`src/rtl/c1_pkg.sv`:
```
// Shared C1 bus definitions, used by the CPU-side initiator and the cache-side responder.
package c1_pkg;
  localparam int CACHE_TAG_SIZE    = 10;
  localparam int CACHE_SET_SIZE    = 5;
  localparam int CACHE_OFFSET_SIZE = 4;
  localparam int DATA1_BUS_SIZE    = 16;
  localparam int BITS_IN_BYTE      = 8;
  localparam int ADDR1_W           = CACHE_TAG_SIZE + CACHE_SET_SIZE;
  localparam int REQ_ADDR_W        = ADDR1_W + CACHE_OFFSET_SIZE;
  localparam int CORE_DATA_W       = 2 * DATA1_BUS_SIZE;

  typedef logic [2:0] c1_cmd_t;

  localparam c1_cmd_t C1_NOP             = 3'd0;
  localparam c1_cmd_t C1_READ8           = 3'd1;
  localparam c1_cmd_t C1_READ16          = 3'd2;
  localparam c1_cmd_t C1_READ32          = 3'd3;
  localparam c1_cmd_t C1_INVALIDATE_LINE = 3'd4;
  localparam c1_cmd_t C1_WRITE8          = 3'd5;
  localparam c1_cmd_t C1_WRITE16         = 3'd6;
  localparam c1_cmd_t C1_WRITE32         = 3'd7;
  // Responder reuses the WRITE32 encoding once it owns the bus.
  localparam c1_cmd_t C1_RESPONSE        = 3'd7;

  typedef enum logic [2:0] {
    ST_IDLE, ST_RECV2, ST_ISSUE, ST_WAIT, ST_RESP1, ST_RESP2, ST_DONE
  } c1_state_t;

  typedef struct packed {
    c1_cmd_t                cmd;
    logic [REQ_ADDR_W-1:0]  addr;
    logic [CORE_DATA_W-1:0] wdata;
  } c1_req_t;

  function automatic logic is_read(input c1_cmd_t cmd);
    return (cmd == C1_READ8) || (cmd == C1_READ16) || (cmd == C1_READ32);
  endfunction

  function automatic logic is_write(input c1_cmd_t cmd);
    return (cmd == C1_WRITE8) || (cmd == C1_WRITE16) || (cmd == C1_WRITE32);
  endfunction

  function automatic logic is_request(input c1_cmd_t cmd);
    return is_read(cmd) || is_write(cmd) || (cmd == C1_INVALIDATE_LINE);
  endfunction

  function automatic logic [1:0] resp_ticks(input c1_cmd_t cmd);
    return (cmd == C1_READ32) ? 2'd2 : 2'd1;
  endfunction
endpackage

```
`src/rtl/c1_req_decoder.sv`:
```
// Captures the two-tick C1 request into one flat, registered core request.
module c1_req_decoder
  import c1_pkg::*;
(
  input  logic                      clk,
  input  logic                      reset,
  input  logic                      cap1,
  input  logic                      cap2,
  input  c1_cmd_t                   c1_in,
  input  logic [ADDR1_W-1:0]        a1_in,
  input  logic [DATA1_BUS_SIZE-1:0] d1_in,
  output c1_req_t                   req
);
  always_ff @(posedge clk) begin
    if (reset) begin
      req <= '0;
    end else if (cap1) begin
      req.cmd   <= c1_in;
      req.addr  <= {a1_in, {CACHE_OFFSET_SIZE{1'b0}}};
      req.wdata <= {{DATA1_BUS_SIZE{1'b0}}, d1_in};
    end else if (cap2) begin
      req.addr[CACHE_OFFSET_SIZE-1:0] <= a1_in[CACHE_OFFSET_SIZE-1:0];
      if (req.cmd == C1_WRITE32)
        req.wdata[CORE_DATA_W-1:DATA1_BUS_SIZE] <= d1_in;
      else if (req.cmd == C1_WRITE8)
        req.wdata <= {{(CORE_DATA_W-BITS_IN_BYTE){1'b0}}, req.wdata[BITS_IN_BYTE-1:0]};
    end
  end
endmodule

```
`src/rtl/c1_bus_responder.sv`:
```
// Cache-side C1 responder: decodes the request, hands it to the core, drives the response ticks.
module c1_bus_responder
  import c1_pkg::*;
(
  input  logic                      clk,
  input  logic                      reset,
  input  logic [2:0]                c1_in,
  input  logic [ADDR1_W-1:0]        a1_in,
  input  logic [DATA1_BUS_SIZE-1:0] d1_in,
  output logic [2:0]                c1_out,
  output logic [DATA1_BUS_SIZE-1:0] d1_out,
  output logic                      bus_oe,
  output logic                      req_valid,
  output logic [2:0]                req_cmd,
  output logic [REQ_ADDR_W-1:0]     req_addr,
  output logic [CORE_DATA_W-1:0]    req_wdata,
  input  logic                      req_ready,
  input  logic                      rsp_valid,
  input  logic [CORE_DATA_W-1:0]    rsp_rdata,
  output logic                      busy,
  output logic [31:0]               txn_count
);
  c1_state_t                 state;
  c1_req_t                   req;
  logic [DATA1_BUS_SIZE-1:0] rdata_hi;

  c1_req_decoder u_dec (
    .clk   (clk),
    .reset (reset),
    .cap1  ((state == ST_IDLE) && is_request(c1_in)),
    .cap2  (state == ST_RECV2),
    .c1_in (c1_in),
    .a1_in (a1_in),
    .d1_in (d1_in),
    .req   (req)
  );

  assign req_cmd   = req.cmd;
  assign req_addr  = req.addr;
  assign req_wdata = req.wdata;
  assign busy      = (state != ST_IDLE);

  function automatic logic [DATA1_BUS_SIZE-1:0] first_word(input c1_cmd_t cmd,
                                                           input logic [CORE_DATA_W-1:0] d);
    if (cmd == C1_READ8)                      return {{(DATA1_BUS_SIZE-BITS_IN_BYTE){1'b0}}, d[BITS_IN_BYTE-1:0]};
    if (cmd == C1_READ16 || cmd == C1_READ32) return d[DATA1_BUS_SIZE-1:0];
    return '0;
  endfunction

  // Outputs are loaded on the transition edge so they line up with the state they belong to.
  always_ff @(posedge clk) begin
    if (reset) begin
      state     <= ST_IDLE;
      c1_out    <= C1_NOP;
      d1_out    <= '0;
      bus_oe    <= 1'b0;
      req_valid <= 1'b0;
      rdata_hi  <= '0;
      txn_count <= '0;
    end else begin
      case (state)
        ST_IDLE:  if (is_request(c1_in)) state <= ST_RECV2;
        ST_RECV2: begin
          state     <= ST_ISSUE;
          req_valid <= 1'b1;
        end
        ST_ISSUE, ST_WAIT: begin
          if (state == ST_ISSUE && req_ready) begin
            req_valid <= 1'b0;
            state     <= ST_WAIT;
          end
          if ((state == ST_ISSUE && req_ready) || state == ST_WAIT) begin
            if (rsp_valid) begin
              state    <= ST_RESP1;
              rdata_hi <= rsp_rdata[CORE_DATA_W-1:DATA1_BUS_SIZE];
              bus_oe   <= 1'b1;
              c1_out   <= C1_RESPONSE;
              d1_out   <= first_word(req.cmd, rsp_rdata);
            end
          end
        end
        ST_RESP1: begin
          if (resp_ticks(req.cmd) == 2'd2) begin
            state  <= ST_RESP2;
            d1_out <= rdata_hi;
          end else begin
            state  <= ST_DONE;
            bus_oe <= 1'b0;
            c1_out <= C1_NOP;
            d1_out <= '0;
          end
        end
        ST_RESP2: begin
          state  <= ST_DONE;
          bus_oe <= 1'b0;
          c1_out <= C1_NOP;
          d1_out <= '0;
        end
        ST_DONE: begin
          state     <= ST_IDLE;
          txn_count <= txn_count + 32'd1;
        end
        default:  state <= ST_IDLE;
      endcase
    end
  end
endmodule
```
`config.mk`:
```
export PLATFORM = sky130hd
export DESIGN_NAME = c1_bus_responder
export DESIGN_NICKNAME = d
export VERILOG_FILES = /design/src/rtl/c1_pkg.sv /design/src/rtl/c1_req_decoder.sv /design/src/rtl/c1_bus_responder.sv
export SDC_FILE = /design/constraint.sdc
export NUM_CORES = 1
export LEC_CHECK = 0
export BUFFER_PORTS_ARGS = -buffer_cell sky130_fd_sc_hd__buf_4
export CORE_MARGIN = 2
export CORE_UTILIZATION = 35
export DETAILED_ROUTE_END_ITERATION = 7
export GPL_TIMING_DRIVEN = 0
export HOLD_SLACK_MARGIN = 0.08
export PLACE_DENSITY = 0.57
export SKIP_CTS_REPAIR_TIMING = 1
export SLEW_MARGIN = 30
export SYNTH_ARGS = -nofsm -noshare
export SYNTH_HDL_FRONTEND = slang
export SYNTH_SLANG_ARGS = --single-unit
```
`constraint.sdc`:
```
create_clock -name clk -period 4.7 [get_ports clk]
set_input_delay 0.94 -clock clk [delete_from_list [all_inputs] [get_ports clk]]
set_output_delay 0.94 -clock clk [all_outputs]
set_load 0.01 [all_outputs]
```
---- Word level (Yosys, flattened, before mapping) ----
Cells that the tools add are included.
word-level totals
  bits in registers ....................... 126
  output and inout port bits .............. 108
  memories kept ........................... 0
  logic and storage cells ................. 105
  bits in latches ......................... 0
  bits in writable memories ............... 0
  memory bits (read-only) ................. 0
operators by class
  reduce and logical (&&, ||, !) cells .... 25
  shift-type cells ........................ 0
  divide/modulo/power cells ............... 0
  $mul .................................... 0
  bitwise gates (word level) .............. 0
  magnitude comparators ................... 0
  add/subtract/negate cells ............... 1
  eq/ne operators ......................... 25
  muxes and demuxes ....................... 41
operators with widths
  operator                 count
  $mux W16                 11
  $pmux W16 S3             1
  $add A32 B1 Y32 const B  1
  $mux W32                 1
  $eq A3 B3 Y1 const B     9
  $mux W3                  7
  $eq A3 B2 Y1 const B     6
  $mux W1                  15
  $pmux W3 S5              1
  $eq A3 B1 Y1 const B     3
  $pmux W3 S3              1
  $reduce_and A3 Y1        3
  $logic_or A1 B1 Y1       8
  $ne A2 B2 Y1 const B     4
  $reduce_bool A2 Y1       4
  $reduce_bool A3 Y1       2
  $mux W2                  2
  $ne A2 B1 Y1 const B     2
  $reduce_and A2 Y1        2
  $reduce_and A4 Y1        1
  $reduce_or A2 Y1         2
  $logic_not A3 Y1         1
  $pmux W1 S3              1
  $eq A2 B2 Y1 const B     1
  other kinds (2)          3

---- Logic depth before layout (Yosys ltp) ----
  word-level depth ........................ 16
  mapped depth ............................ 7

---- Cells and area by module ----
Synthesis repeated with hierarchy kept, for this count alone.
second synthesis, totals
  cell total of the unflattened synthesis .. 562
  area, all modules ....................... 5,380.2 µm²
modules (own cells, without submodules)
  module            cells an instance  instances  sequential area each (µm²)  area each (µm²)
  c1_bus_responder  369                1          1,381.3                     3,104.2
  c1_req_decoder    193                1          1,081.0                     2,275.9

---- Worst setup path after synthesis ----
No wires, ideal clock.
  kind .................................... input -> register
  start point ............................. input port c1_in[2]
  end point ............................... register, netlist name u_dec.req[10]
  data arrival time ....................... 1.952 ns
  stages on the path ...................... 5
  setup time .............................. 0.070 ns
  slack ................................... 2.678 ns
  path buffers ............................ 1
  cell sequence ........................... nor3_1 nand2b_1 clkbuf_1 nand3_1 a21oi_1
between the ends
  word-level cells in the longest chain between the ends .. 8
  elaborated cells between the ends (all ways) .. 19
  classes of those cells .................. eq/ne (8); mux (1); reduce/logical (10)
ends and longest elaborated chain
  element                                                                     line                        RTL
  start, declared                                                             c1_bus_responder.sv:7       input logic [2:0] c1_in,
  $eq A3 B1 Y1, or another cell as far along                                  c1_pkg.sv:36                return (cmd == C1_READ8) || (cmd == C1_READ16) || (cmd == C1_READ32);
  $logic_or A1 B1 Y1, on equally long branches (2 in a row)                   c1_pkg.sv:36, c1_pkg.sv:40
  $logic_or A1 B1 Y1                                                          c1_pkg.sv:44                return is_read(cmd) || is_write(cmd) || (cmd == C1_INVALIDATE_LINE);
  $logic_or A1 B1 Y1 *                                                        c1_pkg.sv:44
  $logic_and A1 B1 Y1 *                                                       c1_bus_responder.sv:30      .cap1 ((state == ST_IDLE) && is_request(c1_in)),
  $ne A2 B1 Y1 (no source line) / $reduce_bool A2 Y1 (equally long branches)  n/a
  $reduce_and A3 Y1 (no source line)                                          n/a
Mark *: on every way between the ends. The rest lies on a longest branch, timed or not.
A chain may end at the register's enable or synchronous reset.

---- Worst setup path after layout ----
  start point ............................. register state[1]
  end point ............................... output port busy
between the ends
  word-level cells in the longest chain between the ends .. 1
ends and longest elaborated chain
  element                 line                    RTL
  start, declared         c1_bus_responder.sv:23  c1_state_t state;
  start signal, assigned  c1_bus_responder.sv:53  state <= ST_IDLE;
  start signal, assigned  c1_bus_responder.sv:62  ST_IDLE: if (is_request(c1_in)) state <= ST_RECV2;
  start signal, assigned  c1_bus_responder.sv:64  state <= ST_ISSUE;
  $reduce_bool A3 Y1      c1_bus_responder.sv:41  assign busy = (state != ST_IDLE);
  end, declared           c1_bus_responder.sv:20  output logic busy,
Every way passes these cells.

==> flow_summary_export.csv <==
group,metric,value,unit
outcome,status,"finished, final reports clean",
floorplanning,coreArea,13900,sq um
logic_synthesis,syn_nets,672,
detailed_routing,wl_per_cell,15.8,microns
worst_setup_path,critPathLaunchType,"register",
logic_synthesis,async_reset_ff_frac,0,
worst_setup_path,cp.arrival,1.75,ns
global_routing,antenna_found_initial,0,
finish,final_area,7120,sq um
worst_setup_path,worstSetupEndpointType,"output port",
logic_synthesis,netlist_top_cells_area,"dfxtp_1, a21oi_1, nand2_1, nand3_1, nor2_1",
run,max-cap-violations,0,
sta,tightest_slew,0.683,ns
clock_tree,htree_levels,4,
detailed_routing,drc_errors,0,
global_routing,track_usage,0.203,
clock_tree,clk_pin_slew,0.05,ns
worst_setup_path,worstPathRequired,3.76,ns
placed_design,gp_congestion,0.841,
detailed_routing,num_vias,5085,
detailed_routing,ant_nets,0,
finish,fin_nets,868,
finish,area_growth,42.3,%
global_routing,grt_pass1_wl,23900,microns
worst_setup_path,critPathTopFamily,"buffers and inverters",
floorplanning,die_area,15300,sq um
sta,report.final.slew_viol_count,0,
floorplanning,rows,43,
worst_setup_path,worst-path-buf-inv,3,
logic_synthesis,yosysTopAreaCell,"dfxtp_1",
sta,timing.fmax,372,MHz
detailed_routing,drt_first_pass_iters,4,
floorplanning,start_util,0.359,
detailed_routing,via_per_inst,5.14,
sta,rsz0062_at_grt,"false",
placed_design,dp_hpwl,11700,microns
logic_synthesis,ys_seq_elements,123,
logic_synthesis,synthDistinctLibCells,52,
sta,skew,0.00860,ns
global_routing,gr-total-overflow,0,
worst_setup_path,worst_path_largest_cell_delay,0.47,ns
clock_tree,cts.sinks,123,
sta,period_needed,2.69,ns
finish,drive_above_1_share,0.274,
clock_tree,root_buffer,"clkbuf_16",
sta,fin_crit_sh,0.572,
logic_synthesis,syn_area,5000,sq um
finish,n_fill_cell,1349,
logic_synthesis,ys.flop_type,"dfxtp_1",
worst_setup_path,critPathKind,"register to output port",
hold_path,hold_path_class,"register to register",
power,p_leak,2.80,nW
placed_design,placed_cell_area,6560,sq um
global_routing,grt_max_degree,17,
placed_design,port_buffers,177,
logic_synthesis,synth_seq_area_share,0.492,
power,ir_drop,0.250,mV
floorplanning,die_h,124,microns
logic_synthesis,ys.warnings.count,0,
sta,tns,0,ns
worst_setup_path,crit_chain,"clkbuf_1 -> nor3_1 -> inv_2 -> buf_4",
logic_synthesis,synthCells,601,
sta,slew_headroom,0.543,
floorplanning,io_pins,178,
worst_setup_path,path_max_fanout,10,
finish,diodes,0,
detailed_routing,drtIter0Drc,324,
worst_setup_path,crit_slowest_cell,"nor3_1",
clock_tree,insertion_delay,0.41,ns
detailed_routing,wirelength,15600,microns
logic_synthesis,synth_top_area_frac,0.492,
floorplanning,fp.dieW,124,microns
clock_tree,cts_made_buffers,17,
sta,hold_violations,0,
clock_tree,clock_tree.buffer_depth,2,
clock_tree,cts_tree,"yes",
sta,setup_viol,0,
power,p_per_area,408,nW/um^2
logic_synthesis,synth_edf_count,0,
global_routing,grt_pass1_vias,4734,
logic_synthesis,syn_avg_cell_area,8.33,sq um
## placed cells by master (no fill, tap or decap), drive strengths merged, types with 2 or more instances in the layout
master / n
buf: 185
dfxtp: 123
nand2: 116
a21oi: 87
clkbuf: 59
nor2: 38
nand3: 36
a211oi: 17
a22oi: 16
or4: 13
o31ai: 12
nand4: 11
nor3: 9
o21ai: 9
clkinv: 7
or3: 6
xnor2: 6
inv: 5
and3: 4
nor2b: 4
mux2i: 4
xor2: 4
nand2b: 3
nand3b: 3
and4: 3
nor4: 3
a22o: 2
o21bai: 2
and4b: 2
nand4b: 2
mux2: 2
and2: 2
nor3b: 2
or2: 2
## worst register-to-register path, cell delays in order (launching register included)
cell and delay (ns):
dfxtp_1 0.33, clkbuf_1 0.36, nand3b_1 0.21, nor3_2 0.52
clkbuf_1 0.48, a22oi_1 0.20, a211oi_1 0.29
## per-layer routing
metal  share of wire  vias to the layer above  track usage  wire length (microns)
met5               0                        -            0                      0
met4           0.013                        0       0.0575                    201
met3           0.066                       16       0.0673                   1040
met2            0.48                      140        0.326                   7560
met1            0.44                     2410        0.261                   6830
li1                -                     2519            -                      -
## report_power, final
group          switching, mW  total (mW)  internal (mW)  leakage, nW
clock network          0.441        1.21          0.774        0.278
registers             0.0514        1.17           1.12         1.00
logic                  0.297       0.519          0.222         1.53
## Yosys cell counts (all sizes together) (3+ instances only)
cell type / number
dfxtp: 123
nand2: 116
a21oi: 87
nor2: 38
clkbuf: 36
nand3: 36
a211oi: 17
a22oi: 16
or4: 13
o31ai: 12
nand4: 11
nor3: 9
o21ai: 9
buf: 8
or3: 6
xnor2: 6
inv: 5
and3: 4
mux2i: 4
nor2b: 4
xor2: 4
and4: 3
nand2b: 3
nand3b: 3
nor4: 3
## layout make-up
class | instances | area [sq um] | share of cell area
timing repair buffer | 177 | 1330 | 0.187
tap | 180 | 225 | 0.0316
multi-input combinational | 428 | 2330 | 0.327
inverter | 6 | 22.5 | 0.00316
clock inverter | 8 | 67.6 | 0.00949
sequential | 123 | 2460 | 0.346
buffer | 44 | 194 | 0.0272
clock buffer | 23 | 488 | 0.0686
## sequential cells by signal, summed over array words and instances (netlist names)
signal / count
txn_count: 32
d1_out: 16
req_valid: 1
state: 3
u_dec.req: 54
c1_out: 1
rdata_hi: 16
## worst paths after layout
| check | start | end | slack [ns] | cells past startpoint |
|---|---|---|---|---|
| worst max register to register | u_dec.req[52]$_SDFFE_PP0N_ | d1_out[14]$_SDFFE_PP0P_ | 2.22 | 6 |
| worst min register to register | u_dec.req[17]$_SDFFE_PP0P_ | u_dec.req[17]$_SDFFE_PP0P_ | 0.45 | 2 |
| worst max-delay path | state[1]$_SDFFE_PP0P_ | busy | 2.01 | 4 |
| worst min-delay path | u_dec.req[17]$_SDFFE_PP0P_ | u_dec.req[17]$_SDFFE_PP0P_ | 0.45 | 2 |
## metrics by stage
step | hold WS, ns | worst slack [ns] | util | std cells | power, mW
global route | 0.468 | 1.87 | 0.511 | 989 | 3.05
detailed placement | 0.447 | 2.18 | 0.471 | 958 | 1.71
finish | 0.454 | 2.01 | 0.511 | 989 | 2.91
CTS | 0.455 | 2.00 | 0.510 | 989 | 2.94
global placement | 0.441 | 2.23 | 0.471 | 958 | 1.71
floorplan | 0.436 | 2.68 | - | 601 | 1.46
## cells by family (layout without fill, tap and decap cells)
logic type / Yosys count / count (layout) / synth area share
AO/OA/AOI/OAI: 149 / 149 / 0.177
XOR/XNOR: 10 / 10 / 0.0175
adder cells (fa/ha/maj): 1 / 1 / 0.00250
buffers and inverters: 50 / 258 / 0.0433
flip-flops: 123 / 123 / 0.492
multiplexers: 6 / 6 / 0.0125
AND/OR/NAND/NOR: 262 / 262 / 0.255
(Power assumes the default switching activity.)
